===== config.mk =====
export PLATFORM = sky130hd
export DESIGN_NAME = p_dispatch_flat
export DESIGN_NICKNAME = d
export VERILOG_FILES = /design/src/rtl/p_dispatch_if.sv /design/src/rtl/p_dispatch.sv /design/src/flat_wrapper.sv
export SDC_FILE = /design/constraint.sdc
export NUM_CORES = 1
export LEC_CHECK = 0
export BUFFER_PORTS_ARGS = -buffer_cell sky130_fd_sc_hd__buf_2
export CORE_MARGIN = 10
export CORE_UTILIZATION = 42
export DETAILED_ROUTE_END_ITERATION = 8
export MAX_ROUTING_LAYER = met4
export PLACE_DENSITY = 0.73
export SLEW_MARGIN = 10
export SYNTH_ARGS = -nofsm -noshare
export SYNTH_HDL_FRONTEND = slang
export SYNTH_SLANG_ARGS = --single-unit

===== constraint.sdc =====
create_clock -name clk -period 4.1 [get_ports clk]
set_input_delay 0.82 -clock clk [delete_from_list [all_inputs] [get_ports clk]]
set_output_delay 0.82 -clock clk [all_outputs]
set_load 0.005 [all_outputs]

===== src/rtl/p_dispatch_if.sv =====
// Dispatch-stage bundle type and the rename/writeback/issue-queue interface bundle.
// Upstream (rename + queues) drives through master; p_dispatch sits on slave.
package p_dispatch_pkg;
  localparam int unsigned ROB_W  = 6;
  localparam int unsigned DATA_W = 32;
  localparam int unsigned NSLOT  = 2;
  localparam int unsigned NSRC   = 4;

  typedef logic [ROB_W-1:0] rob_id_t;

  // Slot s owns operands 2s and 2s+1
  typedef struct packed {
    logic [NSLOT-1:0]              r_valid;
    logic [NSLOT-1:0]              lsu_type;
    logic [NSLOT-1:0]              mdu_type;
    rob_id_t [NSLOT-1:0]           rob_id;
    logic [NSRC-1:0]               data_valid;
    rob_id_t [NSRC-1:0]            src_preg;
    logic [NSRC-1:0][DATA_W-1:0]   arf_data;
  } r_p_pkg_t;
endpackage

interface p_dispatch_if;
  import p_dispatch_pkg::*;

  logic                    c_flush;
  logic                    r_p_valid;
  logic                    r_p_ready;
  r_p_pkg_t                r_p_data;
  logic [1:0]              wb_valid;
  rob_id_t [1:0]           wb_robid;
  logic [1:0][DATA_W-1:0]  wb_data;
  logic [1:0]              alu_free;
  logic [1:0]              mdu_free;
  logic [1:0]              lsu_free;
  logic [1:0]              alu_valid;
  logic [1:0]              mdu_valid;
  logic [1:0]              lsu_valid;
  logic [1:0]              alu_slot;
  logic [1:0]              mdu_slot;
  logic [1:0]              lsu_slot;
  r_p_pkg_t                disp_pkg;

  modport master (
    output c_flush, r_p_valid, r_p_data, wb_valid, wb_robid, wb_data,
           alu_free, mdu_free, lsu_free,
    input  r_p_ready, alu_valid, mdu_valid, lsu_valid,
           alu_slot, mdu_slot, lsu_slot, disp_pkg
  );

  modport slave (
    input  c_flush, r_p_valid, r_p_data, wb_valid, wb_robid, wb_data,
           alu_free, mdu_free, lsu_free,
    output r_p_ready, alu_valid, mdu_valid, lsu_valid,
           alu_slot, mdu_slot, lsu_slot, disp_pkg
  );
endinterface


===== src/rtl/p_dispatch.sv =====
// Dispatch stage: buffers one 2-wide renamed bundle, wakes its operands from writeback,
// and writes its slots in program order into the ALU/MDU/LSU issue queues.
module p_dispatch
  import p_dispatch_pkg::*;
(
  input  logic         clk,
  input  logic         rst_n,
  p_dispatch_if.slave  bus
);

  // State encoding is the per-slot pending mask itself
  typedef enum logic [1:0] {
    ST_EMPTY = 2'b00,
    ST_FULL0 = 2'b01,
    ST_PART  = 2'b10,
    ST_FULL  = 2'b11
  } pend_e;

  typedef enum logic [1:0] {
    Q_ALU = 2'd0,
    Q_MDU = 2'd1,
    Q_LSU = 2'd2
  } queue_e;

  pend_e      state;
  pend_e      state_nxt;
  r_p_pkg_t   bndl_q;
  r_p_pkg_t   bndl_m;
  r_p_pkg_t   in_m;
  queue_e     tgt0;
  queue_e     tgt1;
  logic       same_q;
  logic [1:0] go;
  logic       ready;
  logic       accept;
  logic [2:0][1:0] qv;
  logic [2:0][1:0] qs;

  // Merge writeback results into not-yet-valid operands; port 0 has priority
  function automatic r_p_pkg_t wakeup(input r_p_pkg_t p, input logic [1:0] v,
                                      input rob_id_t [1:0] id,
                                      input logic [1:0][DATA_W-1:0] d);
    r_p_pkg_t r;
    r = p;
    for (int k = 0; k < int'(NSRC); k++) begin
      if (!p.data_valid[k]) begin
        if (v[0] && (id[0] == p.src_preg[k])) begin
          r.data_valid[k] = 1'b1;
          r.arf_data[k]   = d[0];
        end else if (v[1] && (id[1] == p.src_preg[k])) begin
          r.data_valid[k] = 1'b1;
          r.arf_data[k]   = d[1];
        end
      end
    end
    return r;
  endfunction

  function automatic queue_e route(input logic is_lsu, input logic is_mdu);
    queue_e q;
    if (is_lsu)      q = Q_LSU;
    else if (is_mdu) q = Q_MDU;
    else             q = Q_ALU;
    return q;
  endfunction

  function automatic logic [1:0] free_of(input queue_e q, input logic [1:0] a,
                                         input logic [1:0] m, input logic [1:0] l);
    logic [1:0] f;
    case (q)
      Q_MDU:   f = m;
      Q_LSU:   f = l;
      default: f = a;
    endcase
    return f;
  endfunction

  // Same-cycle wakeup view of the held bundle and of the incoming one
  always_comb begin
    bndl_m       = wakeup(bndl_q, bus.wb_valid, bus.wb_robid, bus.wb_data);
    in_m         = wakeup(bus.r_p_data, bus.wb_valid, bus.wb_robid, bus.wb_data);
    bus.disp_pkg = bndl_m;
  end

  always_ff @(posedge clk or negedge rst_n) begin
    if (!rst_n) state <= ST_EMPTY;
    else        state <= state_nxt;
  end

  // Next-state, in-order dispatch decision and queue port mapping
  always_comb begin
    state_nxt = state;
    go        = 2'b00;
    qv        = '0;
    qs        = '0;
    ready     = 1'b0;
    accept    = 1'b0;
    tgt0      = route(bndl_q.lsu_type[0], bndl_q.mdu_type[0]);
    tgt1      = route(bndl_q.lsu_type[1], bndl_q.mdu_type[1]);
    same_q    = (tgt0 == tgt1);

    if (!bus.c_flush) begin
      go[0] = state[0] &&
              (free_of(tgt0, bus.alu_free, bus.mdu_free, bus.lsu_free) != 2'd0);
      go[1] = state[1] && (!state[0] || go[0]) &&
              (free_of(tgt1, bus.alu_free, bus.mdu_free, bus.lsu_free) >=
               (2'd1 + 2'(go[0] && same_q)));
    end

    if (go[0]) begin
      qv[tgt0][0] = 1'b1;
      qs[tgt0][0] = 1'b0;
    end
    // Slot1 takes port1 only when slot0 already holds port0 of the same queue
    if (go[1]) begin
      if (go[0] && same_q) begin
        qv[tgt1][1] = 1'b1;
        qs[tgt1][1] = 1'b1;
      end else begin
        qv[tgt1][0] = 1'b1;
        qs[tgt1][0] = 1'b1;
      end
    end

    ready  = !bus.c_flush && ((state & ~go) == 2'b00);
    accept = bus.r_p_valid && ready;

    if (bus.c_flush)  state_nxt = ST_EMPTY;
    else if (accept)  state_nxt = pend_e'(bus.r_p_data.r_valid);
    else              state_nxt = pend_e'(state & ~go);

    bus.r_p_ready = ready;
    bus.alu_valid = qv[Q_ALU];
    bus.mdu_valid = qv[Q_MDU];
    bus.lsu_valid = qv[Q_LSU];
    bus.alu_slot  = qs[Q_ALU];
    bus.mdu_slot  = qs[Q_MDU];
    bus.lsu_slot  = qs[Q_LSU];
  end

  // Held bundle keeps absorbing wakeups; a new bundle is captured already merged
  always_ff @(posedge clk or negedge rst_n) begin
    if (!rst_n)      bndl_q <= '0;
    else if (accept) bndl_q <= in_m;
    else             bndl_q <= bndl_m;
  end

endmodule

===== src/flat_wrapper.sv =====
// flat-port wrapper written by rule: the top's interface ports become plain ports
module p_dispatch_flat import p_dispatch_pkg::*;
  (clk, rst_n, bus_c_flush, bus_r_p_valid, bus_r_p_data, bus_wb_valid, bus_wb_robid, bus_wb_data, bus_alu_free, bus_mdu_free, bus_lsu_free, bus_r_p_ready, bus_alu_valid, bus_mdu_valid, bus_lsu_valid, bus_alu_slot, bus_mdu_slot, bus_lsu_slot, bus_disp_pkg);
  p_dispatch_if bus_i ();
  input  logic clk;
  input  logic rst_n;
  input wire logic [$bits(bus_i.c_flush)-1:0] bus_c_flush;
  input wire logic [$bits(bus_i.r_p_valid)-1:0] bus_r_p_valid;
  input wire logic [$bits(bus_i.r_p_data)-1:0] bus_r_p_data;
  input wire logic [$bits(bus_i.wb_valid)-1:0] bus_wb_valid;
  input wire logic [$bits(bus_i.wb_robid)-1:0] bus_wb_robid;
  input wire logic [$bits(bus_i.wb_data)-1:0] bus_wb_data;
  input wire logic [$bits(bus_i.alu_free)-1:0] bus_alu_free;
  input wire logic [$bits(bus_i.mdu_free)-1:0] bus_mdu_free;
  input wire logic [$bits(bus_i.lsu_free)-1:0] bus_lsu_free;
  output wire logic [$bits(bus_i.r_p_ready)-1:0] bus_r_p_ready;
  output wire logic [$bits(bus_i.alu_valid)-1:0] bus_alu_valid;
  output wire logic [$bits(bus_i.mdu_valid)-1:0] bus_mdu_valid;
  output wire logic [$bits(bus_i.lsu_valid)-1:0] bus_lsu_valid;
  output wire logic [$bits(bus_i.alu_slot)-1:0] bus_alu_slot;
  output wire logic [$bits(bus_i.mdu_slot)-1:0] bus_mdu_slot;
  output wire logic [$bits(bus_i.lsu_slot)-1:0] bus_lsu_slot;
  output wire logic [$bits(bus_i.disp_pkg)-1:0] bus_disp_pkg;
  assign bus_i.c_flush = bus_c_flush;
  assign bus_i.r_p_valid = bus_r_p_valid;
  assign bus_i.r_p_data = bus_r_p_data;
  assign bus_i.wb_valid = bus_wb_valid;
  assign bus_i.wb_robid = bus_wb_robid;
  assign bus_i.wb_data = bus_wb_data;
  assign bus_i.alu_free = bus_alu_free;
  assign bus_i.mdu_free = bus_mdu_free;
  assign bus_i.lsu_free = bus_lsu_free;
  assign bus_r_p_ready = bus_i.r_p_ready;
  assign bus_alu_valid = bus_i.alu_valid;
  assign bus_mdu_valid = bus_i.mdu_valid;
  assign bus_lsu_valid = bus_i.lsu_valid;
  assign bus_alu_slot = bus_i.alu_slot;
  assign bus_mdu_slot = bus_i.mdu_slot;
  assign bus_lsu_slot = bus_i.lsu_slot;
  assign bus_disp_pkg = bus_i.disp_pkg;
  p_dispatch u_core (.clk(clk), .rst_n(rst_n), .bus(bus_i));
endmodule

======== After elaboration in Yosys (flattened, before gate mapping) ========
Cells that the tools add are included.
storage, ports and cells
  logic and storage cells ................. 147
  latch bits .............................. 0
  bits in writable memories ............... 0
  bits of input ports ..................... 262
  flip-flop bits (word level) ............. 176
  output and inout port bits .............. 187
  ROM bits ................................ 0
  memories kept ........................... 0
operators by class
  reductions and logical operators ........ 30
  equality and inequality tests ........... 21
  shift operators ......................... 0
  divide/modulo/power cells ............... 0
  order comparisons ....................... 5
  multiplexer cells ....................... 71
  add/sub/neg operators ................... 1
  multipliers ............................. 0
  bitwise gates (word level) .............. 4
operators by type and width
  cell                                                                                  count
  32-bit 2-to-1 mux                                                                     24
  156-bit 2-to-1 mux                                                                    1
  6-bit equality test                                                                   16
  6-bit 2-to-1 mux                                                                      5
  1-bit 2-to-1 mux                                                                      28
  1-bit logical AND                                                                     25
  2-bit 2-to-1 mux                                                                      8
  2-bit demux with 2-bit select                                                         3
  6-bit bitwise OR                                                                      2
  2-bit case mux with 2 select lines                                                    2
  2-bit by 3-bit less-than comparator with 1-bit output (second input constant)         2
  2-bit by 1-bit equality test with 1-bit output (second input constant)                2
  2-bit equality test (second input constant)                                           2
  2-bit by 1-bit greater-or-equal comparator with 1-bit output (second input constant)  2
  1-bit by 1-bit adder with 2-bit output (first input constant)                         1
  2-bit bitwise AND                                                                     1
  2-bit equality test                                                                   1
  2-bit greater-or-equal comparator                                                     1
  1-bit zero test                                                                       2
  2-bit zero test                                                                       1
  2-bit inverter                                                                        1
  2-bit nonzero test                                                                    1
  1-bit logical OR                                                                      1

======== Logic depth before layout (Yosys ltp) ========
Gate-level depths: netlist (run 1).
  word-level depth ........................ 19
  depth in mapped cells ................... 15
  mapped depth without buffers ............ 11

======== Worst setup path after synthesis (run 1) ========
No wires, ideal clock.
  path kind ............................... input to output
  start point ............................. in bus_lsu_free[0]
  end point ............................... out bus_alu_valid[1]
  path buffers ............................ 1
  path slack .............................. 0.638 ns
  required time ........................... 3.280 ns
  data arrival time ....................... 2.642 ns
  stages .................................. 11
  cells stage by stage .................... nor3b_1 -> or3_1 -> inv_1 -> nand3_1 -> ha_1 -> inv_1 -> o21ai_0 -> nand3_1 -> or2_2 -> nor3_1 -> buf_4
between the ends
  cells in the longest elaborated chain, start to end .. 10
  elaborated cells on any way between the ends .. 19
  those cells by class .................... add/sub: 1; order compare: 1; mux: 8; bitwise: 2; reduce/logical: 7
ends and longest elaborated chain
  what                                    line                text
  from (decl)                             flat_wrapper.sv:15  input wire logic [$bits(bus_i.lsu_free)-1:0] bus_lsu_free;
  2-bit case mux with 2 select lines      p_dispatch.sv:70    case (q)
  2-bit 2-to-1 mux                        p_dispatch.sv:102   if (!bus.c_flush) begin
  2-bit nonzero test                      p_dispatch.sv:104   (free_of(tgt0, bus.alu_free, bus.mdu_free, bus.lsu_free) != 2'd0);
  1-bit logical AND                       p_dispatch.sv:103   go[0] = state[0] &&
  1-bit logical AND                       p_dispatch.sv:107   (2'd1 + 2'(go[0] && same_q)));
  1-bit by 1-bit adder with 2-bit output  p_dispatch.sv:107
  2-bit greater-or-equal comparator       p_dispatch.sv:106   (free_of(tgt1, bus.alu_free, bus.mdu_free, bus.lsu_free) >=
  1-bit logical AND                       p_dispatch.sv:105   go[1] = state[1] && (!state[0] || go[0]) &&
  2-bit 2-to-1 mux *                      p_dispatch.sv:102
  6-bit 2-to-1 mux *                      p_dispatch.sv:115   if (go[1]) begin
  to (decl)                               flat_wrapper.sv:17  output wire logic [$bits(bus_i.alu_valid)-1:0] bus_alu_valid;
Mark *: on every way between the ends. The rest lies on a longest branch, timed or not. The select of a mux whose other input is x is not followed.

======== Worst setup path after layout (run 1) ========
  start point ............................. reg u_core.bndl_q, in the netlist u_core.bus.disp_pkg[170]
  end point ............................... out bus_alu_valid[0]
between the ends
  cells in the longest elaborated chain, start to end .. 12
  elaborated cells on any way between the ends .. 26
  those cells by class .................... add/sub: 1; order compare: 3; eq/ne: 3; mux: 9; bitwise: 2; reduce/logical: 8
ends and longest elaborated chain
  what                                                                                          line               text
  from (decl)                                                                                   p_dispatch.sv:27   r_p_pkg_t bndl_q;
  from (signal assigned)                                                                        p_dispatch.sv:144  else if (accept) bndl_q <= in_m;
  from (signal assigned)                                                                        p_dispatch.sv:145  else bndl_q <= bndl_m;
  2-bit 2-to-1 mux *                                                                            p_dispatch.sv:61   if (is_lsu) q = Q_LSU;
  2-bit equality test / 2-bit by 1-bit equality test with 1-bit output (equally long branches)  p_dispatch.sv:70
  2-bit case mux with 2 select lines                                                            p_dispatch.sv:70
  2-bit 2-to-1 mux                                                                              p_dispatch.sv:102
  2-bit nonzero test                                                                            p_dispatch.sv:104
  1-bit logical AND                                                                             p_dispatch.sv:103
  1-bit logical AND                                                                             p_dispatch.sv:107
  1-bit by 1-bit adder with 2-bit output                                                        p_dispatch.sv:107
  2-bit greater-or-equal comparator                                                             p_dispatch.sv:106
  1-bit logical AND                                                                             p_dispatch.sv:105
  2-bit 2-to-1 mux                                                                              p_dispatch.sv:102
  6-bit 2-to-1 mux *                                                                            p_dispatch.sv:115
Marked as above.

==> results.sh, run 1 <==
export IMPL_grtUsageMet2_pct=51.3
export IMPL_relSlewSlack_pct=31.7
export IMPL_rsz0062_at_grt="false"
export IMPL_finalHoldViolCount=0
export IMPL_synth_area_leaders="dfrtp_1 30%, o22a_1 9.5%, o221a_2 6.3%"
export IMPL_syn_to_final_growth_pct=19.2
export IMPL_boundaryPins=449
export IMPL_slew_viol_final=0
export IMPL_syn_nets=2109
export IMPL_cts_root_buf="clkbuf_16"
export IMPL_synthDistinctLibCells=62
export IMPL_drc=0
export IMPL_worst_slew_pin_slew_ns=1.02
export IMPL_tritoncts="done"
export IMPL_cap_violations=0
export IMPL_final_cells=2579
export IMPL_finalWorstSetupSlack_ns=0.259
export IMPL_multi_input_area_mm2=0.00900
export IMPL_slowest_stage="dfrtp_1"
export IMPL_fin_nets=2360
export IMPL_vias_per_cell=6.79
export IMPL_netlist_area_mm2=0.0148
export IMPL_antenna_found_initial=11
export IMPL_ys_ff_latch=176
export IMPL_pre_cts_slack_ns=0.310
export IMPL_placed_cells=2532
export IMPL_yosysMostFrequentCell="nand2_1"
export IMPL_fin_worst_hold_slack_ns=0.431
export IMPL_p_leak_nw=7.42
export IMPL_fp_dieW_um=208
export IMPL_path_buf_inv=3
export IMPL_hold_path_class="in -> async"
export IMPL_synth_edff_count=0
export IMPL_gr_usage_met3_pct=13.6
export IMPL_clkTransAtPathRegs_ns=0.07
export IMPL_cp_start_kind="flop"
export IMPL_fp_coreArea_mm2=0.0347
export IMPL_setup_violations=0
export IMPL_grt_use_met1_pct=43.7
export IMPL_drive_gt1_share_pct=30.9
export IMPL_overflow=0
export IMPL_die_h_um=208
export IMPL_fillCellCount=3372
export IMPL_insertion_delay_ns=0.48
export IMPL_initial_core_util_pct=42.7
export IMPL_yosys_area_top_type="dfrtp_1"
export IMPL_max_freq_ghz=0.260
export IMPL_rows=68
export IMPL_wl_per_cell_um=31.0
export IMPL_clock_skew_final_ns=0.0140
export IMPL_gp_congestion=1.00
export IMPL_finalCritPeriodShare_pct=93.7
export IMPL_cts_buffers_inserted=17
export IMPL_cp_required_ns=3.28
export IMPL_slowest_delay_ns=0.48
export IMPL_seq_area_frac_synth_pct=29.7
export IMPL_vias=17500
export IMPL_io_buffers=448
export IMPL_finalCriticalPeriod_ns=3.84
export IMPL_yosys_area_top_type_share_pct=29.7
export IMPL_crit_type="reg -> out"
export IMPL_setup_tns_ns=0
export IMPL_synth_async_reset_ratio_pct=100
export IMPL_synthCells=1845
export IMPL_dp_hpwl_mm=56.0
export IMPL_drt_iter0_drc=2883
export IMPL_grtUsageTotal_pct=35.9
export IMPL_synthFlopType="dfrtp_1"
export IMPL_worst_endpoint_arrival_ns=3.02
export IMPL_status="finished clean"
export IMPL_grt_pass1_wl_mm=115
export IMPL_syn_area_per_cell_um2=8.04
export IMPL_worstSetupEndpointType="primary output"
export IMPL_cts_sinks=176
export IMPL_gr_max_usage_layer="met2"
export IMPL_grt_max_degree=80
export IMPL_yosys_warnings=0
export IMPL_crit_path_cell_trace="nor3b_1, or3_1, inv_1, nand3_1, ha_1, inv_1, o21ai_0, nand3_1, nand2b_1, o32ai_1, buf_2"
export IMPL_wirelength_mm=79.8
export IMPL_ir_worst_vdd_v=0.000320
export IMPL_grt_pass1_vias=17200
export IMPL_htree_levels=4
export IMPL_clk_path_buf_depth=2
export IMPL_drtPass1Iterations=6
export IMPL_crit_family="simple AND/OR/NAND/NOR gates"
export IMPL_crit_fanout=9
export IMPL_antenna_left=0
export IMPL_dieArea_mm2=0.0432
export IMPL_ys_top_cells_by_count="246 x nand2_1, 176 x dfrtp_1, 160 x o22a_1"
export IMPL_seq_area_mm2=0.00440
export IMPL_power_density_mw_per_mm2=367
logic make-up (layout without fill, tap and decap cells):
kind of cell    after synthesis  count (layout)  synth area share, %
compound gates              639             639                 33.8
fa+ha+maj                     2               2                0.169
other cells                   0              15                    0
buf+inv                     315             579                 9.95
simple gates                567             567                 17.3
flops                       176             176                 29.7
xor+xnor                     97              97                 5.73
mux                          49              49                 3.31
cells in the final DEF (no fill, tap or decap), types with 64 or more instances in the layout:
cell type and count:
buf_2 447, nand2_1 246, dfrtp_1 176, o22a_1 160, nor2_1 105, o21ai_0 91
nor3_1 88, o221a_2 83, o22ai_1 78, xnor2_1 69, a21oi_1 64
stage by stage:
| stage | instance area (µm²) | utilization, % | power, mW |
|---|---|---|---|
| final | 17700 | 50.9 | 6.49 |
| after global routing | 17700 | 50.9 | 6.73 |
| after CTS | 17600 | 50.8 | 6.44 |
| after detailed placement | 17000 | 48.9 | 4.54 |
| after global placement | 17000 | 48.9 | 4.51 |
| after floorplan | 14800 | - | 3.57 |
metal layers:
layer | routed length, µm | up-vias
li1 | - | 7377
met1 | 30100 | 8348
met2 | 33800 | 1539
met3 | 11600 | 259
met4 | 4350 | 0
met5 | 0 | -
path summary, 6_finish.rpt:
path                                     startpoint                        to  slack [ns]  cells past startpoint
max                        u_core.bus.disp_pkg[170]          bus_alu_valid[0]        0.26                     11
min                                           rst_n  u_core.bus.disp_pkg[130]        0.43                      1
max reg2reg                u_core.bus.disp_pkg[170]        u_core.bndl_q[111]        0.55                     11
min reg2reg                u_core.bus.disp_pkg[156]  u_core.bus.disp_pkg[156]        0.47                      2
max in group asynchronous                     rst_n         u_core.bndl_q[44]        2.81                      2
min in group clk           u_core.bus.disp_pkg[156]  u_core.bus.disp_pkg[156]        0.47                      2
report_power, final:
part / switching, mW / leakage (nW) / internal, mW / total [mW]
clock: 0.815 / 0.317 / 1.10 / 1.91
sequential: 0.250 / 2.00 / 2.04 / 2.29
combinational: 1.31 / 5.11 / 0.981 / 2.29
flip-flops by register name, indices dropped and copies added, names as in the netlist:
name                 cells
u_core.bndl_q          132
u_core.bus.disp_pkg     42
u_core.state             2
layout make-up:
| type | instances | area share, % |
|---|---|---|
| multi-input cells | 1354 | 51.0 |
| clock inverters | 14 | 1.20 |
| inverters | 33 | 0.701 |
| well taps | 455 | 3.22 |
| repair buffers | 514 | 16.3 |
| clock buffers | 18 | 2.49 |
| flip-flops and latches | 176 | 24.9 |
| diodes | 15 | 0.212 |
timing repair:
item,4_1_cts,5_1_grt
hold buffers,0,0
buffers inserted,0,0
resized for setup,0,1
setup endpoints to repair,0,2
(Power assumes the default switching activity.)
==> run 2, diff against run 1 <==
Settings changed: REMOVE_ABC_BUFFERS set to 1.
==> results.sh, run 2 (synthesis gave the netlist of run 1 again) <==
export IMPL_status="finished clean"
export IMPL_hold_path_class="in -> async"
export IMPL_rrSetupSlack_ns=0.47
export IMPL_grt_pass1_vias=18200
export IMPL_insertion_delay_ns=0.47
export IMPL_finalPower_mw=6.41
export IMPL_overflow=0
export IMPL_postCtsSetupRepairBufs=0
export IMPL_cp_start_kind="primary input"
export IMPL_fin_nets=2365
export IMPL_placed_area_mm2=0.0170
export IMPL_rsz0062_at_grt="false"
export IMPL_drc=0
export IMPL_io_buffers=448
export IMPL_finalWorstSetupSlack_ns=0.176
export IMPL_seq_area_mm2=0.00441
export IMPL_final_cells=2578
export IMPL_wl_per_cell_um=28.7
export IMPL_final_common_cell="buf_2"
export IMPL_tritoncts="done"
export IMPL_worst_slew_pin_slew_ns=1.04
export IMPL_drive_gt1_share_pct=31.9
export IMPL_hold_buffers=0
export IMPL_grt_pass1_wl_mm=111
export IMPL_power_density_mw_per_mm2=362
export IMPL_crit_top_cell="buf_2"
export IMPL_cp_required_ns=3.28
export IMPL_cts_sinks=176
export IMPL_syn_to_final_growth_pct=19.5
export IMPL_pre_cts_slack_ns=0.149
export IMPL_post_route_util_pct=51.0
export IMPL_fin_worst_hold_slack_ns=0.388
export IMPL_grtUsageTotal_pct=33.4
export IMPL_cts_root_buf="clkbuf_16"
export IMPL_crit_family="simple AND/OR/NAND/NOR gates"
export IMPL_max_freq_ghz=0.255
export IMPL_die_h_um=208
export IMPL_finalCriticalPeriod_ns=3.92
export IMPL_htree_levels=4
export IMPL_worst_endpoint_arrival_ns=3.10
export IMPL_vias_per_cell=6.84
export IMPL_cts_buffers_inserted=17
export IMPL_relSlewSlack_pct=30.4
export IMPL_finalCritPeriodShare_pct=95.7
export IMPL_initial_core_util_pct=42.7
export IMPL_post_cts_resized=0
export IMPL_crit_fanout=15
export IMPL_fp_coreArea_mm2=0.0347
export IMPL_rows=68
export IMPL_slowest_stage="or4_2"
export IMPL_slew_viol_final=0
export IMPL_fp_dieW_um=208
export IMPL_path_buf_inv=3
export IMPL_wirelength_mm=74.1
export IMPL_timing_rr_start="u_core.bus.disp_pkg[170]"
export IMPL_antenna_found_initial=8
export IMPL_setup_violations=0
export IMPL_ff2ff_path_depth=11
export IMPL_crit_path_cell_trace="buf_2, xor2_1, or4_2, nand2_2, buf_12, o22ai_1, a21oi_1, buf_2"
export IMPL_ir_worst_vdd_v=0.000329
export IMPL_finalHoldViolCount=0
export IMPL_setup_tns_ns=0
export IMPL_crit_start="bus_wb_robid[4]"
export IMPL_gp_congestion=0.914
export IMPL_dieArea_mm2=0.0432
export IMPL_worstSetupEndpointType="primary output"
export IMPL_drtPass1Iterations=9
export IMPL_placed_cells=2537
export IMPL_fin_area_mm2=0.0177
export IMPL_dp_hpwl_mm=51.4
export IMPL_slowest_delay_ns=0.78
export IMPL_multi_input_area_mm2=0.00907
export IMPL_clkTransAtPathRegs_ns=0.07
export IMPL_boundaryPins=449
export IMPL_largest_reg_flops=132
export IMPL_crit_type="in -> out"
export IMPL_clk_path_buf_depth=2
export IMPL_grt_max_degree=80
export IMPL_fillCellCount=3387
export IMPL_cap_violations=0
export IMPL_cp_depth=8
export IMPL_regMostFlops="u_core.bndl_q"
export IMPL_antenna_left=0
export IMPL_clock_skew_final_ns=0.0159
export IMPL_p_leak_nw=7.44
export IMPL_final_cell_mix="446 x buf_2, 242 x nand2_1, 174 x dfrtp_1"
export IMPL_vias=17600
export IMPL_drt_iter0_drc=2152
## run 2: changes by cell type in the layout (fill, tap and decap cells not counted), moves of 4 or more
| cell | delta |
|---|---|
| buf_4 | +9 |
| diode_2 | -6 |
| nand2_1 | -4 |
| nand2_2 | +4 |
| nand2b_1 | -4 |
| nand2b_2 | +4 |
## run 2: power by group
part           switching, mW  internal [mW]  total [mW]
Sequential             0.308           2.04        2.35
Clock                  0.804           1.06        1.86
Combinational           1.22          0.984        2.20
## run 2: worst paths after layout
path / end
max: bus_disp_pkg[126]
min: u_core.bndl_q[42]
max reg2reg: u_core.bndl_q[71]
min reg2reg: u_core.bus.disp_pkg[160]
max in group asynchronous: u_core.bndl_q[116]
min in group clk: u_core.bus.disp_pkg[160]
## run 2: layer usage
metal	global-route usage, %	wire, µm
met1	38.7	27400
met4	19.8	4410
met2	50.6	33200
met5	-	0
met3	9.91	9030
## run 2: final cells by class
| type | count | area share [%] |
|---|---|---|
| diodes | 9 | 0.127 |
| clock buffers | 20 | 2.58 |
| clock inverters | 12 | 1.00 |
| inverters | 33 | 0.699 |
| multi-input cells | 1354 | 51.2 |
| flip-flops and latches | 176 | 24.9 |
| well taps | 455 | 3.21 |
| repair buffers | 519 | 16.3 |
